[src/rtl/dpram_arbiter.sv]
`default_nettype none
// ============================================================================
// Module   : dpram_arbiter
// Purpose  : Round-robin arbiter and sequencer in front of a read-first
//            dual-port RAM. Each cycle it grants up to two single-word
//            requests, one per RAM port, and never pairs two requests to the
//            same address when either of them is a write. Every granted
//            request (read or write) returns the RAM word to its requester
//            exactly two cycles after the grant.
// Ports    : clk, resetn            - clock, async active-low reset
//            req_valid/we/addr/wdata - packed per-requester request fields
//            req_grant               - combinational accept strobes
//            rsp_valid/rsp_rdata     - registered per-requester responses
//            ram_we*/addr*/data*     - combinational RAM port drive
//            ram_out1/ram_out2       - registered RAM read data
//            conflict_cnt            - saturating hazard-deferral count
// Revision : 1.0 - initial release
// ============================================================================
module dpram_arbiter #(
  parameter int DATA_WIDTH = 32,
  parameter int ADDR_WIDTH = 8,
  parameter int NUM_REQ    = 4
) (
  input  logic                           clk,
  input  logic                           resetn,
  input  logic [NUM_REQ-1:0]             req_valid,
  input  logic [NUM_REQ-1:0]             req_we,
  input  logic [NUM_REQ*ADDR_WIDTH-1:0]  req_addr,
  input  logic [NUM_REQ*DATA_WIDTH-1:0]  req_wdata,
  output logic [NUM_REQ-1:0]             req_grant,
  output logic [NUM_REQ-1:0]             rsp_valid,
  output logic [NUM_REQ*DATA_WIDTH-1:0]  rsp_rdata,
  output logic                           ram_we1,
  output logic                           ram_we2,
  output logic [ADDR_WIDTH-1:0]          ram_addr1,
  output logic [ADDR_WIDTH-1:0]          ram_addr2,
  output logic [DATA_WIDTH-1:0]          ram_data1,
  output logic [DATA_WIDTH-1:0]          ram_data2,
  input  logic [DATA_WIDTH-1:0]          ram_out1,
  input  logic [DATA_WIDTH-1:0]          ram_out2,
  output logic [15:0]                    conflict_cnt
);

  localparam int PTR_W = (NUM_REQ > 1) ? $clog2(NUM_REQ) : 1;
  // One extra bit so ptr + offset can be formed before the modulo wrap.
  localparam int IDX_W = PTR_W + 1;
  localparam logic [IDX_W-1:0] N_W = IDX_W'(NUM_REQ);

  function automatic logic [PTR_W-1:0] wrap_idx(input logic [IDX_W-1:0] v);
    logic [IDX_W-1:0] r;
    r = (v >= N_W) ? (v - N_W) : v;
    return r[PTR_W-1:0];
  endfunction

  // Unpacked views of the packed request buses.
  logic [ADDR_WIDTH-1:0] addr_arr  [NUM_REQ];
  logic [DATA_WIDTH-1:0] wdata_arr [NUM_REQ];

  for (genvar gi = 0; gi < NUM_REQ; gi++) begin : g_unpack
    assign addr_arr[gi]  = req_addr[gi*ADDR_WIDTH +: ADDR_WIDTH];
    assign wdata_arr[gi] = req_wdata[gi*DATA_WIDTH +: DATA_WIDTH];
  end

  // State
  logic [PTR_W-1:0]            ptr_q, ptr_d;
  logic [15:0]                 conflict_cnt_q, conflict_cnt_d;
  logic                        s1_v1_q, s1_v1_d, s1_v2_q, s1_v2_d;
  logic [PTR_W-1:0]            s1_id1_q, s1_id1_d, s1_id2_q, s1_id2_d;
  logic [NUM_REQ-1:0]          rsp_valid_q, rsp_valid_d;
  logic [NUM_REQ*DATA_WIDTH-1:0] rsp_rdata_q, rsp_rdata_d;

  // Scan results
  logic                        a_found, b_found;
  logic [PTR_W-1:0]            a_idx, b_idx, scan_idx, last_idx;
  logic [IDX_W-1:0]            skip_cnt;
  logic [16:0]                 cnt_sum;

  // Round-robin scan: A is the first valid requester from ptr; B is the
  // first later one without a hazard against A. Hazard-skipped requesters
  // seen before B (or before the scan ends) are counted.
  always_comb begin
    a_found  = 1'b0;
    a_idx    = '0;
    b_found  = 1'b0;
    b_idx    = '0;
    skip_cnt = '0;
    scan_idx = '0;
    for (int k = 0; k < NUM_REQ; k++) begin
      scan_idx = wrap_idx({1'b0, ptr_q} + IDX_W'(k));
      if (req_valid[scan_idx]) begin
        if (!a_found) begin
          a_found = 1'b1;
          a_idx   = scan_idx;
        end else if (!b_found) begin
          if ((addr_arr[scan_idx] == addr_arr[a_idx]) &&
              (req_we[scan_idx] || req_we[a_idx])) begin
            skip_cnt = skip_cnt + IDX_W'(1);
          end else begin
            b_found = 1'b1;
            b_idx   = scan_idx;
          end
        end
      end
    end
  end

  // Grants and RAM port drive. Grants and write enables are held low while
  // reset is asserted so nothing reaches the RAM during reset.
  always_comb begin
    req_grant = '0;
    for (int i = 0; i < NUM_REQ; i++) begin
      if (resetn && ((a_found && (a_idx == PTR_W'(i))) ||
                     (b_found && (b_idx == PTR_W'(i))))) begin
        req_grant[i] = 1'b1;
      end
    end
    ram_we1   = resetn && a_found && req_we[a_idx];
    ram_addr1 = a_found ? addr_arr[a_idx]  : '0;
    ram_data1 = a_found ? wdata_arr[a_idx] : '0;
    ram_we2   = resetn && b_found && req_we[b_idx];
    ram_addr2 = b_found ? addr_arr[b_idx]  : '0;
    ram_data2 = b_found ? wdata_arr[b_idx] : '0;
  end

  // Next-state: pointer, counter, two-stage response pipeline.
  always_comb begin
    last_idx = b_found ? b_idx : a_idx;
    ptr_d    = ptr_q;
    if (a_found) begin
      ptr_d = wrap_idx({1'b0, last_idx} + IDX_W'(1));
    end

    cnt_sum        = {1'b0, conflict_cnt_q} + 17'(skip_cnt);
    conflict_cnt_d = cnt_sum[16] ? 16'hFFFF : cnt_sum[15:0];

    s1_v1_d  = a_found;
    s1_id1_d = a_idx;
    s1_v2_d  = b_found;
    s1_id2_d = b_idx;

    // Stage 2: route the RAM outputs back to the requesters recorded in
    // stage 1; everyone else keeps their last response data.
    rsp_valid_d = '0;
    rsp_rdata_d = rsp_rdata_q;
    for (int i = 0; i < NUM_REQ; i++) begin
      if (s1_v1_q && (s1_id1_q == PTR_W'(i))) begin
        rsp_valid_d[i] = 1'b1;
        rsp_rdata_d[i*DATA_WIDTH +: DATA_WIDTH] = ram_out1;
      end else if (s1_v2_q && (s1_id2_q == PTR_W'(i))) begin
        rsp_valid_d[i] = 1'b1;
        rsp_rdata_d[i*DATA_WIDTH +: DATA_WIDTH] = ram_out2;
      end
    end
  end

  always_ff @(posedge clk or negedge resetn) begin
    if (!resetn) begin
      ptr_q          <= '0;
      conflict_cnt_q <= '0;
      s1_v1_q        <= 1'b0;
      s1_id1_q       <= '0;
      s1_v2_q        <= 1'b0;
      s1_id2_q       <= '0;
      rsp_valid_q    <= '0;
      rsp_rdata_q    <= '0;
    end else begin
      ptr_q          <= ptr_d;
      conflict_cnt_q <= conflict_cnt_d;
      s1_v1_q        <= s1_v1_d;
      s1_id1_q       <= s1_id1_d;
      s1_v2_q        <= s1_v2_d;
      s1_id2_q       <= s1_id2_d;
      rsp_valid_q    <= rsp_valid_d;
      rsp_rdata_q    <= rsp_rdata_d;
    end
  end

  assign rsp_valid    = rsp_valid_q;
  assign rsp_rdata    = rsp_rdata_q;
  assign conflict_cnt = conflict_cnt_q;

endmodule
`default_nettype wire

[config.mk]
export PLATFORM = sky130hd
export DESIGN_NAME = dpram_arbiter
export DESIGN_NICKNAME = d
export VERILOG_FILES = /design/src/rtl/dpram_arbiter.sv
export SDC_FILE = /design/constraint.sdc
export NUM_CORES = 1
export LEC_CHECK = 0
export BUFFER_PORTS_ARGS = -buffer_cell sky130_fd_sc_hd__buf_2
export CAP_MARGIN = 15
export CORE_AREA = 2 2 182 184
export DETAILED_ROUTE_END_ITERATION = 8
export DIE_AREA = 0 0 184 186
export PLACE_DENSITY_LB_ADDON = 0.2
export SYNTH_ARGS = -nofsm -noshare
export SYNTH_HDL_FRONTEND = slang
export SYNTH_SLANG_ARGS = --single-unit
[constraint.sdc]
create_clock -name clk -period 14.45 [get_ports clk]
set_clock_uncertainty 0.2 [all_clocks]
set_input_delay 2.1675 -clock clk [delete_from_list [all_inputs] [get_ports clk]]
set_output_delay 2.1675 -clock clk [all_outputs]
set_load 0.05 [all_outputs]
==> results of run 1 <==
-- registers in the layout (all words and copies together), names as in the netlist --
signal and flops:
conflict_cnt 16, ptr_q 2, rsp_rdata 128, rsp_valid 4
s1_id1_q 2, s1_id2_q 2, s1_v1_q 1, s1_v2_q 1
-- how the worst max path moves through the flow --
stage | from | to | slack [ns] | cells after the start
after floorplan | req_valid[3] | ram_data2[10] | 5.68 | 19
after global routing | req_valid[2] | ram_addr2[5] | 3.61 | 16
after global placement | req_valid[2] | ram_data2[16] | 4.14 | 16
final | req_valid[2] | ram_data2[8] | 3.94 | 16
after detailed placement | req_valid[2] | ram_data2[16] | 3.99 | 16
after CTS | req_valid[2] | ram_data2[16] | 4.01 | 16
-- layout by cell type (no fill, tap or decap), drive strengths merged, types with 17 or more instances in the layout --
| cell type | count |
|---|---|
| buf | 485 |
| mux2i | 249 |
| nand2 | 176 |
| dfrtp | 156 |
| o21ai | 149 |
| mux4 | 69 |
| o22ai | 46 |
| and2 | 43 |
| inv | 24 |
| xor2 | 20 |
| nor2 | 19 |
| nand3 | 18 |
| xnor2 | 17 |
| clkbuf | 17 |
-- kinds of logic (layout without fill, tap and decap cells) --
kind of cell | after synthesis | in the layout | share of synthesized area
simple gates | 321 | 321 | 0.128
xor+xnor | 37 | 37 | 0.0269
flops | 156 | 156 | 0.324
compound gates | 256 | 256 | 0.125
mux | 325 | 325 | 0.343
buf+inv | 112 | 533 | 0.0451
other cells | 0 | 1 | 0
fa+ha+maj | 7 | 7 | 0.00789
-- cell type report --
cell class | instances | area (um2)
Tap cell | 408 | 510
Fill cell | 3129 | 16900
Timing Repair Buffer | 485 | 2480
Clock buffer | 17 | 425
Inverter | 16 | 60.1
Multi-Input combinational cell | 946 | 7690
Clock inverter | 15 | 193
Antenna cell | 1 | 2.50
Sequential cell | 156 | 3910
-- stage by stage --
| step | instances | cell area, um2 | hold WS, ns | util | worst slack (ns) |
|---|---|---|---|---|---|
| 3_3_place_gp | 2011 | 14600 | 0.338 | 0.455 | 4.14 |
| 5_1_grt | 2044 | 15300 | 0.380 | 0.474 | 3.61 |
| 4_1_cts | 2043 | 15300 | 0.368 | 0.474 | 4.01 |
| 3_5_place_dp | 2011 | 14600 | 0.349 | 0.455 | 3.99 |
| 2_1_floorplan | 1214 | 12100 | 0.286 | - | 5.68 |
| 6_report | 2044 | 15300 | 0.361 | 0.474 | 3.94 |
-- critical path: stages --
cell,delay [ns]
buf_2,0.18
mux2_2,0.32
mux2_2,0.27
ha_1,0.19
inv_2,0.25
mux2i_4,0.29
a31oi_2,0.79
a21bo_2,0.30
o32a_1,0.34
nor4_1,0.51
a211oi_2,0.26
a31oi_4,0.22
buf_4,0.85
nand2_2,0.48
o22ai_1,0.34
buf_2,0.31
-- metal layers --
metal	GRT usage	wire length (um)	part of all wire
met4	0.0643	873	0.020
met3	0.0483	2980	0.070
met1	0.326	18300	0.43
met2	0.403	20600	0.48
met5	0	18	0.00042
==> metrics.txt, run 1 <==
outcome complete, no violations; share of Yosys cell area claimed by the top area cell type 0.324; PostCTS Resize Cnt 0; Avg Cell Area, Syn 9.93 um2; WS Path Type primary input to output port; vias after detailed routing 11485; number of routed nets with antenna violations 0; H-tree depth 4; Routed WL 42700 um; Mapped Cells 1214; hold buffers post-CTS 0; Setup crit end kind output port; Worst-Skew Late Latency 0.43 ns; Max Transition Viols Final 0; Initial DRC Count 668; drt pass-1 iters 5; Hold/Removal Path Class register to register; Fmax 0.0952 GHz; CP arrival 8.14 ns; setup repair after global routing missed its margin no; CTS root buffer clkbuf_16; number of remaining DRC errors 0; CP Launch Type primary input; Die X 184 um; Initial Util 0.374; IO Count 468; Sink Count 156; grt total ovfl 0; syn_nets 1455; die area 34200 um2; Die Y 186 um; Critical Path Fanout Max 73; port bufs 467; worst-case clock buffer depth 2; CP required 12.08 ns; setup bufs post-CTS 0; antenna violations before repair 4; Post-synth EDFFs 0; hold_sp rsp_rdata[31]$_DFFE_PN0P_; worst slew pin tran 1.13 ns; FFs w/ async S/R, synth 1.00; post-route minimum period 10.51 ns; FF-to-FF setup slack 7.32 ns; Hold EP rsp_rdata[31]$_DFFE_PN0P_; Reg clk slew, reported paths 0.07 ns; core box area 32200 um2; Synthesis Warnings 0; count of different cell masters after synthesis 69; Hold Fails Final Rpt 0; Top FF cell, synth dfrtp_1; DR vias/cell 5.62; RR Endpoint conflict_cnt[0]$_DFF_PN0_; post-route setup TNS 0 ns; share of cells above drive strength 1 0.381; ranking of synthesized cells by area dfrtp_1 (32%), mux2i_1 (21%), mux4_2 (13%), o21ai_0 (6.2%), nand2_1 (5.4%); Mapped Area 12100 um2; Total Routing Usage GR 0.244; largest net degree at the start of global routing 74; register area share after synthesis 0.324; Hold Path Stages 2; CTS buffer count 17; Layout area overhead 26.6%; gpl congestion 0.996; fin crit share 0.727; leading area contributor after synthesis dfrtp_1; first-pass GRT wire length 64400 um; Rel. slew slack 0.244; wire per inst 20.9 um; CTS tree done; most numerous cell in the Yosys netlist mux2i_1; number of synthesized register bits 156; nets@finish 1863; Post-synth top cells mux2i_1 (248), nand2_1 (175), dfrtp_1 (156), o21ai_0 (149), mux4_2 (69); worst r2r src ptr_q[0]$_DFFE_PN0N_; # setup viols final 0; num rows 66; Detail Placement HPWL 31500 um; Worst Reg-to-Reg Cells 24; max-cap viol count 0; vias in the first global route 10888
Power of run 1 is left out: the tool's default activity adds up to more than one toggle a clock period on the data nets, which glitch-free logic cannot reach.
==> run 2: changes to the inputs <==
--- a/config.mk
+++ b/config.mk
@@ -7,9 +7,9 @@
 export LEC_CHECK = 0
 export BUFFER_PORTS_ARGS = -buffer_cell sky130_fd_sc_hd__buf_2
 export CAP_MARGIN = 15
-export CORE_AREA = 2 2 182 184
+export CORE_AREA = 2 2 180 182
 export DETAILED_ROUTE_END_ITERATION = 8
-export DIE_AREA = 0 0 184 186
+export DIE_AREA = 0 0 182 184
 export PLACE_DENSITY_LB_ADDON = 0.2
 export SYNTH_ARGS = -nofsm -noshare
 export SYNTH_HDL_FRONTEND = slang
==> constraint.sdc (replaced) <==
create_clock -name clk -period 8.7 [get_ports clk]
set_clock_uncertainty 0.2 [all_clocks]
set_input_delay 1.305 -clock clk [delete_from_list [all_inputs] [get_ports clk]]
set_output_delay 1.305 -clock clk [all_outputs]
set_load 0.05 [all_outputs]
==> run 2 against run 1 <==
Effect of this change:
- critical path depth is the same
- count of clock-buffer cells in the layout grew 1
- largest cell class unchanged
- sequential share of layout area shrank 0.050 points
- highest routed layer unchanged
- via count grew 0.86%
- critical path type unchanged
- final cell count shrank 0.15%
==> metrics.txt, run 2 (synthesis gave the netlist of run 1 again) <==
outcome complete, no violations; hold buffers post-CTS 0; post-route setup TNS 0 ns; vias after detailed routing 11584; antenna violations before repair 6; Top delay family on crit path compound AO/OA/AOI/OAI gates; CP required 7.19 ns; Largest stage delay, worst path 0.80 ns; Setup crit end kind output port; Critical Path Fanout Max 72; Rel. slew slack 0.418; pre-CTS setup slack 0.852 ns; Initial DRC Count 788; Sink Count 156; largest net degree at the start of global routing 73; post-route minimum period 7.87 ns; commonest non-fill, non-tap cell in the layout buf_2; setup repair after global routing missed its margin no; PostCTS Resize Cnt 0; Reg clk slew, reported paths 0.07 ns; worst slew pin tran 0.873 ns; nets@finish 1865; core box area 31400 um2; number of remaining DRC errors 0; Initial Util 0.384; Max Transition Viols Final 0; IO Count 468; grt total ovfl 0; fin crit share 0.905; CTS buffer count 17; FF-to-FF setup slack 1.66 ns; CP Launch Type primary input; Worst-Skew Late Latency 0.42 ns; Die Y 184 um; # setup viols final 0; worst-case clock buffer depth 2; number of routed nets with antenna violations 0; Detail Placement HPWL 32000 um; first-pass GRT wire length 66300 um; num rows 65; WS Path Type primary input to output port; DR vias/cell 5.68; CP arrival 6.37 ns; max-cap viol count 0; Routed WL 43600 um; CTS tree done; wire per inst 21.3 um; Fmax 0.127 GHz; Die X 182 um; drt pass-1 iters 7; die area 33500 um2; CTS root buffer clkbuf_16; critical path's slowest cell a31oi_2; commonest non-fill, non-tap cells in the layout buf_2 (466), mux2i_1 (247), nand2_1 (175); share of cells above drive strength 1 0.381; setup bufs post-CTS 0; H-tree depth 4; max FFs per register 128; port bufs 467; WP buf/inv 4; Total Routing Usage GR 0.254; Layout area overhead 26.8%; vias in the first global route 11104; Hold Fails Final Rpt 0; Hold/Removal Path Class register to register; worst setup margin 0.825 ns; cells along the critical path buf_2 > mux2_2 > mux2_2 > ha_1 > inv_2 > mux2i_4 > a31oi_2 > a21bo_2 > o32a_1 > nor4_1 > a211oi_2 > a31oi_4 > buf_12 > mux2i_1 > o22ai_1 > buf_2; gpl congestion 0.938
## run 2: cell count changes in the layout (fill, tap and decap cells not counted), moves of 2 or more
| cell | before | now |
|---|---|---|
| inv_6 | 4 | 6 |
| clkinvlp_4 | 0 | 2 |
| clkinv_8 | 4 | 0 |
| buf_12 | 0 | 2 |
## run 2: worst reg2reg max path, stage by stage, from the launching register on
cell       delay (ns)
dfrtp_2          0.77
mux2_2           0.46
mux2_2           0.28
ha_1             0.31
mux2i_4          0.63
mux2i_1          0.22
a32o_1           0.31
a2111oi_2        0.37
nand4b_1         0.14
or4_4            0.48
inv_2            0.09
ha_1             0.22
a22oi_1          0.16
nor2_1           0.09
ha_1             0.30
mux2i_1          0.09
or2_2            0.29
fa_1             0.41
inv_1            0.09
a21oi_1          0.08
nor2_1           0.15
nand2_1          0.10
or3_1            0.58
nand2b_1         0.15
## run 2: area by class of cell
type	instances	area, um2
Sequential cell	156	3910
Clock buffer	18	439
Fill cell	3057	16100
Multi-Input combinational cell	946	7690
Inverter	16	60.1
Antenna cell	2	5.00
Clock inverter	14	170
Tap cell	402	503
Timing Repair Buffer	487	2520
## run 2: worst paths after layout
| path | startpoint | end | cells after the start |
|---|---|---|---|
| max reg2reg | ptr_q[0]$_DFFE_PN0N_ | conflict_cnt[0]$_DFF_PN0_ | 23 |
| max in group asynchronous | resetn | rsp_rdata[1]$_DFFE_PN0P_ | 3 |
| min reg2reg | conflict_cnt[5]$_DFF_PN0_ | conflict_cnt[5]$_DFF_PN0_ | 2 |
| min | conflict_cnt[5]$_DFF_PN0_ | conflict_cnt[5]$_DFF_PN0_ | 2 |
| max | req_valid[2] | ram_data2[19] | 16 |
| min in group asynchronous | resetn | rsp_rdata[109]$_DFFE_PN0P_ | 1 |
## run 2: through the flow
stage	instance area (um2)	hold slack, ns	instances	utilization
2_1_floorplan	12100	0.286	1214	-
3_3_place_gp	14700	0.340	2007	0.467
3_5_place_dp	14700	0.347	2007	0.467
4_1_cts	15300	0.363	2039	0.487
5_1_grt	15300	0.385	2040	0.487
6_report	15300	0.354	2041	0.487
## run 2: per-layer routing
layer / global-route usage / wire length (um)
met1: 0.343 / 18500
met2: 0.414 / 20600
met3: 0.0511 / 3170
met4: 0.0771 / 1180
met5: 0 / 59
Power of run 2 is left out for the same reason.
